$ cat src/rtl/mouse_transmitter.sv
// Host-to-device PS/2 command transmitter: request-to-send, 11-bit frame out, ack check.
// Drives only open-drain enables/values; the enclosing transceiver owns the pads.
module mouse_transmitter #(
    parameter int INHIBIT_CYCLES = 5000,
    parameter int TIMEOUT_CYCLES = 1000000
) (
    input  logic       CLK,
    input  logic       RESETN,
    input  logic       CLK_MOUSE_IN,
    input  logic       DATA_MOUSE_IN,
    output logic       CLK_MOUSE_OUT_EN,
    output logic       DATA_MOUSE_OUT,
    output logic       DATA_MOUSE_OUT_EN,
    input  logic       SEND_BYTE,
    input  logic [7:0] BYTE_TO_SEND,
    output logic       BUSY,
    output logic       BYTE_SENT,
    output logic       ERROR,
    output logic [2:0] fsm_state
);

    localparam logic [2:0] IDLE      = 3'd0;
    localparam logic [2:0] INHIBIT   = 3'd1;
    localparam logic [2:0] START     = 3'd2;
    localparam logic [2:0] SEND      = 3'd3;
    localparam logic [2:0] ACK       = 3'd4;
    localparam logic [2:0] WAIT_IDLE = 3'd5;

    localparam int CNT_MAX = (INHIBIT_CYCLES > TIMEOUT_CYCLES) ? INHIBIT_CYCLES : TIMEOUT_CYCLES;
    localparam int CW      = $clog2(CNT_MAX + 1);

    localparam logic [CW-1:0] INHIBIT_LAST = CW'(INHIBIT_CYCLES - 1);
    localparam logic [CW-1:0] TIMEOUT_LAST = CW'(TIMEOUT_CYCLES - 1);
    localparam logic [CW-1:0] START_LAST   = CW'(1);

    logic [2:0]    state;
    logic [CW-1:0] cnt;
    logic [3:0]    bit_cnt;
    logic [9:0]    shift;
    logic          data_bit;
    logic          byte_sent_q;
    logic          error_q;

    logic clk_meta;
    logic clk_sync;
    logic clk_prev;
    logic data_meta;
    logic data_sync;
    logic fe;

    assign fe = clk_prev & ~clk_sync;

    // A request landing in the completion-pulse cycle is deliberately dropped.
    logic accept;
    assign accept = SEND_BYTE & ~byte_sent_q & ~error_q;

    always_ff @(posedge CLK) begin
        if (!RESETN) begin
            clk_meta    <= 1'b1;
            clk_sync    <= 1'b1;
            clk_prev    <= 1'b1;
            data_meta   <= 1'b1;
            data_sync   <= 1'b1;
            state       <= IDLE;
            cnt         <= '0;
            bit_cnt     <= '0;
            shift       <= '1;
            data_bit    <= 1'b1;
            byte_sent_q <= 1'b0;
            error_q     <= 1'b0;
        end else begin
            clk_meta    <= CLK_MOUSE_IN;
            clk_sync    <= clk_meta;
            clk_prev    <= clk_sync;
            data_meta   <= DATA_MOUSE_IN;
            data_sync   <= data_meta;
            byte_sent_q <= 1'b0;
            error_q     <= 1'b0;

            unique case (state)
                IDLE: begin
                    data_bit <= 1'b1;
                    if (accept) begin
                        shift   <= {1'b1, ~^BYTE_TO_SEND, BYTE_TO_SEND};
                        cnt     <= '0;
                        bit_cnt <= '0;
                        state   <= INHIBIT;
                    end
                end

                INHIBIT: begin
                    if (cnt == INHIBIT_LAST) begin
                        cnt      <= '0;
                        data_bit <= 1'b0;
                        state    <= START;
                    end else begin
                        cnt <= cnt + CW'(1);
                    end
                end

                START: begin
                    if (cnt == START_LAST) begin
                        cnt   <= '0;
                        state <= SEND;
                    end else begin
                        cnt <= cnt + CW'(1);
                    end
                end

                SEND: begin
                    // Each device falling edge presents the next frame bit; edge 10 puts out the stop bit.
                    if (fe) begin
                        cnt      <= '0;
                        data_bit <= shift[0];
                        shift    <= {1'b1, shift[9:1]};
                        if (bit_cnt != 4'd10) begin
                            bit_cnt <= bit_cnt + 4'd1;
                        end
                        if (bit_cnt == 4'd9) begin
                            state <= ACK;
                        end
                    end else if (cnt == TIMEOUT_LAST) begin
                        cnt      <= '0;
                        data_bit <= 1'b1;
                        error_q  <= 1'b1;
                        state    <= IDLE;
                    end else begin
                        cnt <= cnt + CW'(1);
                    end
                end

                ACK: begin
                    if (fe) begin
                        cnt <= '0;
                        if (!data_sync) begin
                            state <= WAIT_IDLE;
                        end else begin
                            error_q <= 1'b1;
                            state   <= IDLE;
                        end
                    end else if (cnt == TIMEOUT_LAST) begin
                        cnt     <= '0;
                        error_q <= 1'b1;
                        state   <= IDLE;
                    end else begin
                        cnt <= cnt + CW'(1);
                    end
                end

                WAIT_IDLE: begin
                    if (clk_sync && data_sync) begin
                        cnt         <= '0;
                        byte_sent_q <= 1'b1;
                        state       <= IDLE;
                    end else if (cnt == TIMEOUT_LAST) begin
                        cnt     <= '0;
                        error_q <= 1'b1;
                        state   <= IDLE;
                    end else begin
                        cnt <= cnt + CW'(1);
                    end
                end

                default: begin
                    data_bit <= 1'b1;
                    state    <= IDLE;
                end
            endcase
        end
    end

    assign CLK_MOUSE_OUT_EN  = (state == INHIBIT) || (state == START);
    assign DATA_MOUSE_OUT_EN = (state == START) || (state == SEND);
    assign DATA_MOUSE_OUT    = data_bit;
    assign BUSY              = (state != IDLE);
    assign BYTE_SENT         = byte_sent_q;
    assign ERROR             = error_q;
    assign fsm_state         = state;

endmodule

$ cat config.mk
export PLATFORM = sky130hd
export DESIGN_NAME = mouse_transmitter
export DESIGN_NICKNAME = d
export VERILOG_FILES = /design/src/rtl/mouse_transmitter.sv
export SDC_FILE = /design/constraint.sdc
export NUM_CORES = 1
export LEC_CHECK = 0
export ABC_AREA = 0
export CELL_PAD_IN_SITES_DETAIL_PLACEMENT = 2
export CELL_PAD_IN_SITES_GLOBAL_PLACEMENT = 2
export CORE_MARGIN = 3
export CORE_UTILIZATION = 34
export CTS_CLUSTER_DIAMETER = 60
export DETAILED_ROUTE_END_ITERATION = 10
export GPL_TIMING_DRIVEN = 0
export MAX_ROUTING_LAYER = met4
export PLACE_DENSITY_LB_ADDON = 0.1
export SYNTH_ARGS = -nofsm -noshare
export SYNTH_HDL_FRONTEND = slang
export SYNTH_SLANG_ARGS = --single-unit
export TNS_END_PERCENT = 20
$ cat constraint.sdc
create_clock -name CLK -period 2.5 [get_ports CLK]
set_input_delay 0.5 -clock CLK [delete_from_list [all_inputs] [get_ports CLK]]
set_output_delay 0.5 -clock CLK [all_outputs]
set_load 0.03 [all_outputs]
# Yosys cells after proc, flatten, opt, wreduce, memory -nomap -nowiden
# Cells that the tools add are included.
# op_classes
add_sub_neg	2
bitwise_logic	7
muxes	35
eq_ne	17
n_reduce_logical	16
# ops
op	count
20-bit 2-to-1 mux	6
20-bit case mux with 5 select lines	1
3-bit 2-to-1 mux	9
20-bit by 1-bit adder with 20-bit output, second input constant	1
20-bit by 1-bit == test with 1-bit output, second input constant	1
20-bit by 13-bit == test with 1-bit output, second input constant	1
20-bit == test, second input constant	1
10-bit 2-to-1 mux	2
10-bit case mux with 2 select lines	1
3-bit case mux with 6 select lines	1
4-bit 2-to-1 mux	3
2-bit != test, second input constant	5
1-bit 2-to-1 mux	9
4-bit case mux with 2 select lines	1
4-bit AND reduction	2
8-bit XNOR reduction	1
3-bit by 2-bit == test with 1-bit output, second input constant	2
3-bit == test, second input constant	2
3-bit != test, second input constant	2
1-bit case mux with 3 select lines	2
3-bit AND reduction	2
5-bit nonzero test	1
4-bit by 1-bit adder with 4-bit output, second input constant	1
4-bit == test, second input constant	1
other kinds (12)	19
# word_totals
wordCells	89
reg_bits	45
output_inout_bits	9

# Logic depth before layout (Yosys ltp)
# Gate-level depths: netlist (run 1).
# logic_depth
ltp_word	5
mapped_depth	8

# Worst setup path after synthesis (run 1)
# No wires, ideal clock.
# synth_timing
path_kind	register -> register
startpoint	reg state[0], in the netlist fsm_state[0]
endpoint	reg cnt[6]
setup_ns	0.079
path_stages_with_launch	9
path_slack_ns	0.471
t_required_ns	2.421
period_less_slack_ns	2.029
t_arrival_ns	1.951
path_cell_list	dfxtp_1 nor3_1 inv_1 a21oi_2 a21oi_1 nor2_1 buf_2 inv_1 o211ai_1
# synth_between
elab_chain_cells	4
elab_cells_between_ends	11
# synth_rtl
element	line_no	rtl
from (decl)	36	logic [2:0] state;
from (signal assigned)	64	state <= IDLE;
from (signal assigned)	87	state <= INHIBIT;
from (signal assigned)	95	state <= START;
3-bit by 2-bit == test with 1-bit output or 3-bit == test (tied branches)	80	unique case (state)
2-bit OR reduction (no line)	--	
5-bit nonzero test (no line)	--	
2-bit AND reduction (no line)	--	
to (signal assigned)	97	cnt <= cnt + CW'(1);
to (signal assigned)	106	cnt <= cnt + CW'(1);
to (signal assigned)	128	cnt <= cnt + CW'(1);
to (decl)	37	logic [CW-1:0] cnt;
# Parallel ways exist; a longest one is shown, timed or not.
# A chain may end at the register's enable or synchronous reset.

# Worst setup path in the final report (run 1)
# layout_timing
startpoint	reg cnt[3]
endpoint	reg cnt[19]
# layout_between
elab_chain_cells	4
elab_cells_between_ends	10
# layout_rtl
element	line_no
20-bit by 1-bit adder with 20-bit output or 20-bit == test (tied branches)	--
20-bit 2-to-1 mux	122, 141, 155
20-bit 2-to-1 mux, on equally long branches	151, 133
20-bit case mux with 5 select lines (*)	80
# Mark *: on every way between the ends. The rest lies on a longest branch, timed or not.

==> results of run 1 <==
-- critical path, stage by stage, from the launching register on --
cell and delay, ns:
dfxtp_1 0.48, nand3_1 0.17, nor3_1 0.80, nand4_1 0.29, nor4_1 0.31, xnor2_1 0.17
nor2_1 0.07
-- power breakdown --
| group | switching (uW) | total [uW] | internal [uW] |
|---|---|---|---|
| registers | 79.8 | 875 | 795 |
| logic | 563 | 871 | 308 |
| clock network | 268 | 569 | 301 |
| total | 911 | 2310 | 1400 |
-- how the worst max path moves through the flow --
stage | startpoint | endpoint | cells past startpoint
final | cnt[3]$_SDFFE_PN0P_ | cnt[19]$_SDFFE_PN0P_ | 6
after global routing | fsm_state[0]$_SDFFE_PN0P_ | cnt[6]$_SDFFE_PN0P_ | 8
after CTS | fsm_state[2]$_SDFFE_PN0P_ | bit_cnt[2]$_SDFFE_PN0P_ | 7
after detailed placement | SEND_BYTE | cnt[14]$_SDFFE_PN0P_ | 7
after global placement | SEND_BYTE | cnt[18]$_SDFFE_PN0P_ | 7
after floorplan | fsm_state[0]$_SDFFE_PN0P_ | cnt[6]$_SDFFE_PN0P_ | 8
-- per-layer routing --
layer  part of all wire  track usage  vias to the layer above
met2               0.48        0.346                       50
li1                   -            -                     1189
met1               0.47        0.287                     1239
met5                  0            -                        -
met4              0.011       0.0452                        0
met3              0.038       0.0199                        9
-- cell usage after synthesis (7+ instances only) --
cell	count
a31oi_1	8
clkbuf_1	14
dfxtp_1	44
inv_1	16
nand2_1	28
nand2b_1	8
nand3_1	17
nand4_1	7
nor2_1	45
nor3_1	7
o21ai_0	18
o311ai_0	8
xnor2_1	9
-- flip-flops by register name, indices dropped and copies added, names as in the netlist --
signal          count
bit_cnt             4
cnt                20
shift               9
clk_sync            1
ERROR               1
fsm_state           3
data_meta           1
clk_prev            1
DATA_MOUSE_OUT      1
clk_meta            1
data_sync           1
BYTE_SENT           1
-- placed cells by master (no fill, tap or decap), drive strengths merged, types with 2 or more instances in the layout --
| cell type | n |
|---|---|
| nor2 | 45 |
| dfxtp | 44 |
| nand2 | 28 |
| o21ai | 21 |
| clkdlybuf4s50 | 19 |
| clkbuf | 19 |
| nand3 | 17 |
| inv | 16 |
| xnor2 | 9 |
| nand2b | 8 |
| a31oi | 8 |
| o311ai | 8 |
| nand4 | 7 |
| nor3 | 7 |
| a21oi | 7 |
| nor4 | 7 |
| and3 | 6 |
| a22oi | 6 |
| xor2 | 6 |
| o31ai | 5 |
| ha | 5 |
| buf | 5 |
| nand3b | 4 |
| nor2b | 3 |
| or3 | 3 |
| o211ai | 3 |
| a211oi | 3 |
| o22ai | 3 |
| and2 | 2 |
| and4 | 2 |
| a41oi | 2 |
| clkinv | 2 |
-- logic make-up after synthesis --
kind of cell	synth area share
AO/OA/AOI/OAI	0.206
XOR/XNOR	0.0536
adder cells (fa/ha/maj)	0.0255
buffers and inverters	0.0622
flip-flops	0.359
multiplexers	0.00867
AND/OR/NAND/NOR	0.285
-- through the flow --
stage / setup TNS (ns) / utilization / power (uW) / instances / setup slack [ns]
2_1_floorplan: 0 / - / 1430 / 317 / 0.471
3_3_place_gp: -0.262 / 0.401 / 1710 / 433 / -0.0634
3_5_place_dp: -0.607 / 0.401 / 1750 / 433 / -0.123
4_1_cts: -0.0354 / 0.419 / 2330 / 441 / -0.0292
5_1_grt: -0.167 / 0.424 / 2470 / 441 / -0.0626
6_report: 0 / 0.424 / 2310 / 441 / 0.0968
-- final cells by class --
type,instances,area [um2],area share
flip-flops and latches,44,881,0.301
inverters,16,60.1,0.0205
repair buffers,20,199,0.0680
plain buffers,19,95.1,0.0325
multi-input cells,238,1460,0.497
clock buffers,5,68.8,0.0235
well taps,96,120,0.0410
clock inverters,3,47.5,0.0162
-- timing repair --
item,in CTS,in global routing
hold endpoints to repair,0,0
endpoints found under the setup margin,5,28
hold buffers,0,0
resized for setup,5,6
==> impl_results.md, run 1 <==
* Area contributors post-synth: dfxtp_1 36%, nor2_1 6.9%, nand2_1 4.3%
* Row count at 30
* DP HPWL at 5.94 mm
* PwrDens at a little under 800 mW/mm2
* # IOs at 22
* Reg-to-Reg End: cnt[19]$_SDFFE_PN0P_
* Die H at ~90 um
* Net count after synthesis at ~340
* Critical Path RT at between 2 and 3 ns
* Die outline width at around 90 um
* H-tree Lvls at 2
* Synth Flop Type: dfxtp_1
* Number of flops mapped to enable cells by yosys at 0
* Via/cell ratio at about 5.6
* Final hold violation count at 0
* Skew final at 0.0102 ns
* Netlist Area Pre-Place at about 0.0025 mm2
* Final layout net count at 362
* Maxcap violations at 0
* Root Buffer: clkbuf_8
* All-Layer GR Usage at 0.212
* Rel. slew slack at 0.362
* Clock latency on the worst-skew pair at around 0.30 ns
* Antenna violation net count after detailed routing at 0
* Sequential share of the synthesized area at 0.359
* Worst r2r src: cnt[3]$_SDFFE_PN0P_
* Global route overflow at 0
* Num CTS Buffers at 5
* Largest net degree at the start of global routing at 16
* DR vias at ~2500
* Status: complete, no violations
* IO Port Bufs at 20
* Count of unique library cells instantiated by Yosys at 49
* Die area at between 0.008 and 0.009 mm2
* DRC violations left at 0
* First-pass GRT wire length at 13.8 mm
* Clock Sink Count at 44
* Drt first pass iters at 5
* Post-synthesis cell count at about 320
* CTS tree: done
* Hold EP: data_sync$_SDFF_PN1_
* Fin crit share at 0.961
* Final worst path period need at 2.40 ns
* RSZ-0062 raised after global routing: yes
* Layout cells sized above 1 at 0.0754
* Post-synth top area share at 0.359
* Ys async rst share at 0
* VDD IR-drop max at a little over 300 uV
* Final Cell Area at ~0.0029 mm2
* Hold path cells at 1
* Hold wc startpoint: data_meta$_SDFF_PN1_
* Setup crit end kind: flop
* Cell leakage power at slightly above 0.001 uW
* Reg2reg path depth at 6
* Flops & latches, synth at 44
* DRT iter0 DRCs at 150
* Crit path launch type: flop
* Fill count at roughly 840
* GPL Wtd Cong at roughly 0.8
* Synthesis-to-layout area growth at 19.3%
* Vias in the first global route at about 2600
* Total wire length at 8.43 mm
* Slew Limit Fails at 0
* Clk slew on worst S/H paths at around 0.090 ns
* Yosys Warn Count at 0
* CTS Buffer Depth at 2
* Initial Utilization at 0.355
* FF-to-FF setup slack at just under 0.1 ns
* Worst hold slack at between 0.4 and 0.5 ns
* # setup viols final at 0
* Antenna cells at 0
* Dominant cell type by area after synthesis: dfxtp_1
* Tightest Pin Transition at about 0.95 ns
* Largest fanout on the critical path at 7
* WS Path Type: reg -> reg
* Worst Hold Class: reg -> reg
* Post-CTS Setup Bufs at 0
* Area after DPL at 0.00277 mm2
* Max Fclk at between 400 and 500 MHz
* Wire length per cell at ~19 um
* Arrival @ worst endpoint at about 2.6 ns
* Avg Cell Area, Syn at 7.74 um2
* Core area at slightly below 0.007 mm2
* Initial antenna violation count at 0
Note: power is estimated with default switching activity, not from simulation.
==> run 2, diff against run 1 <==
Settings changed: ABC_CLOCK_PERIOD_IN_PS set to 2500.
==> results of run 2 <==
Final layout, timing and power as in run 1 (identical DEF).
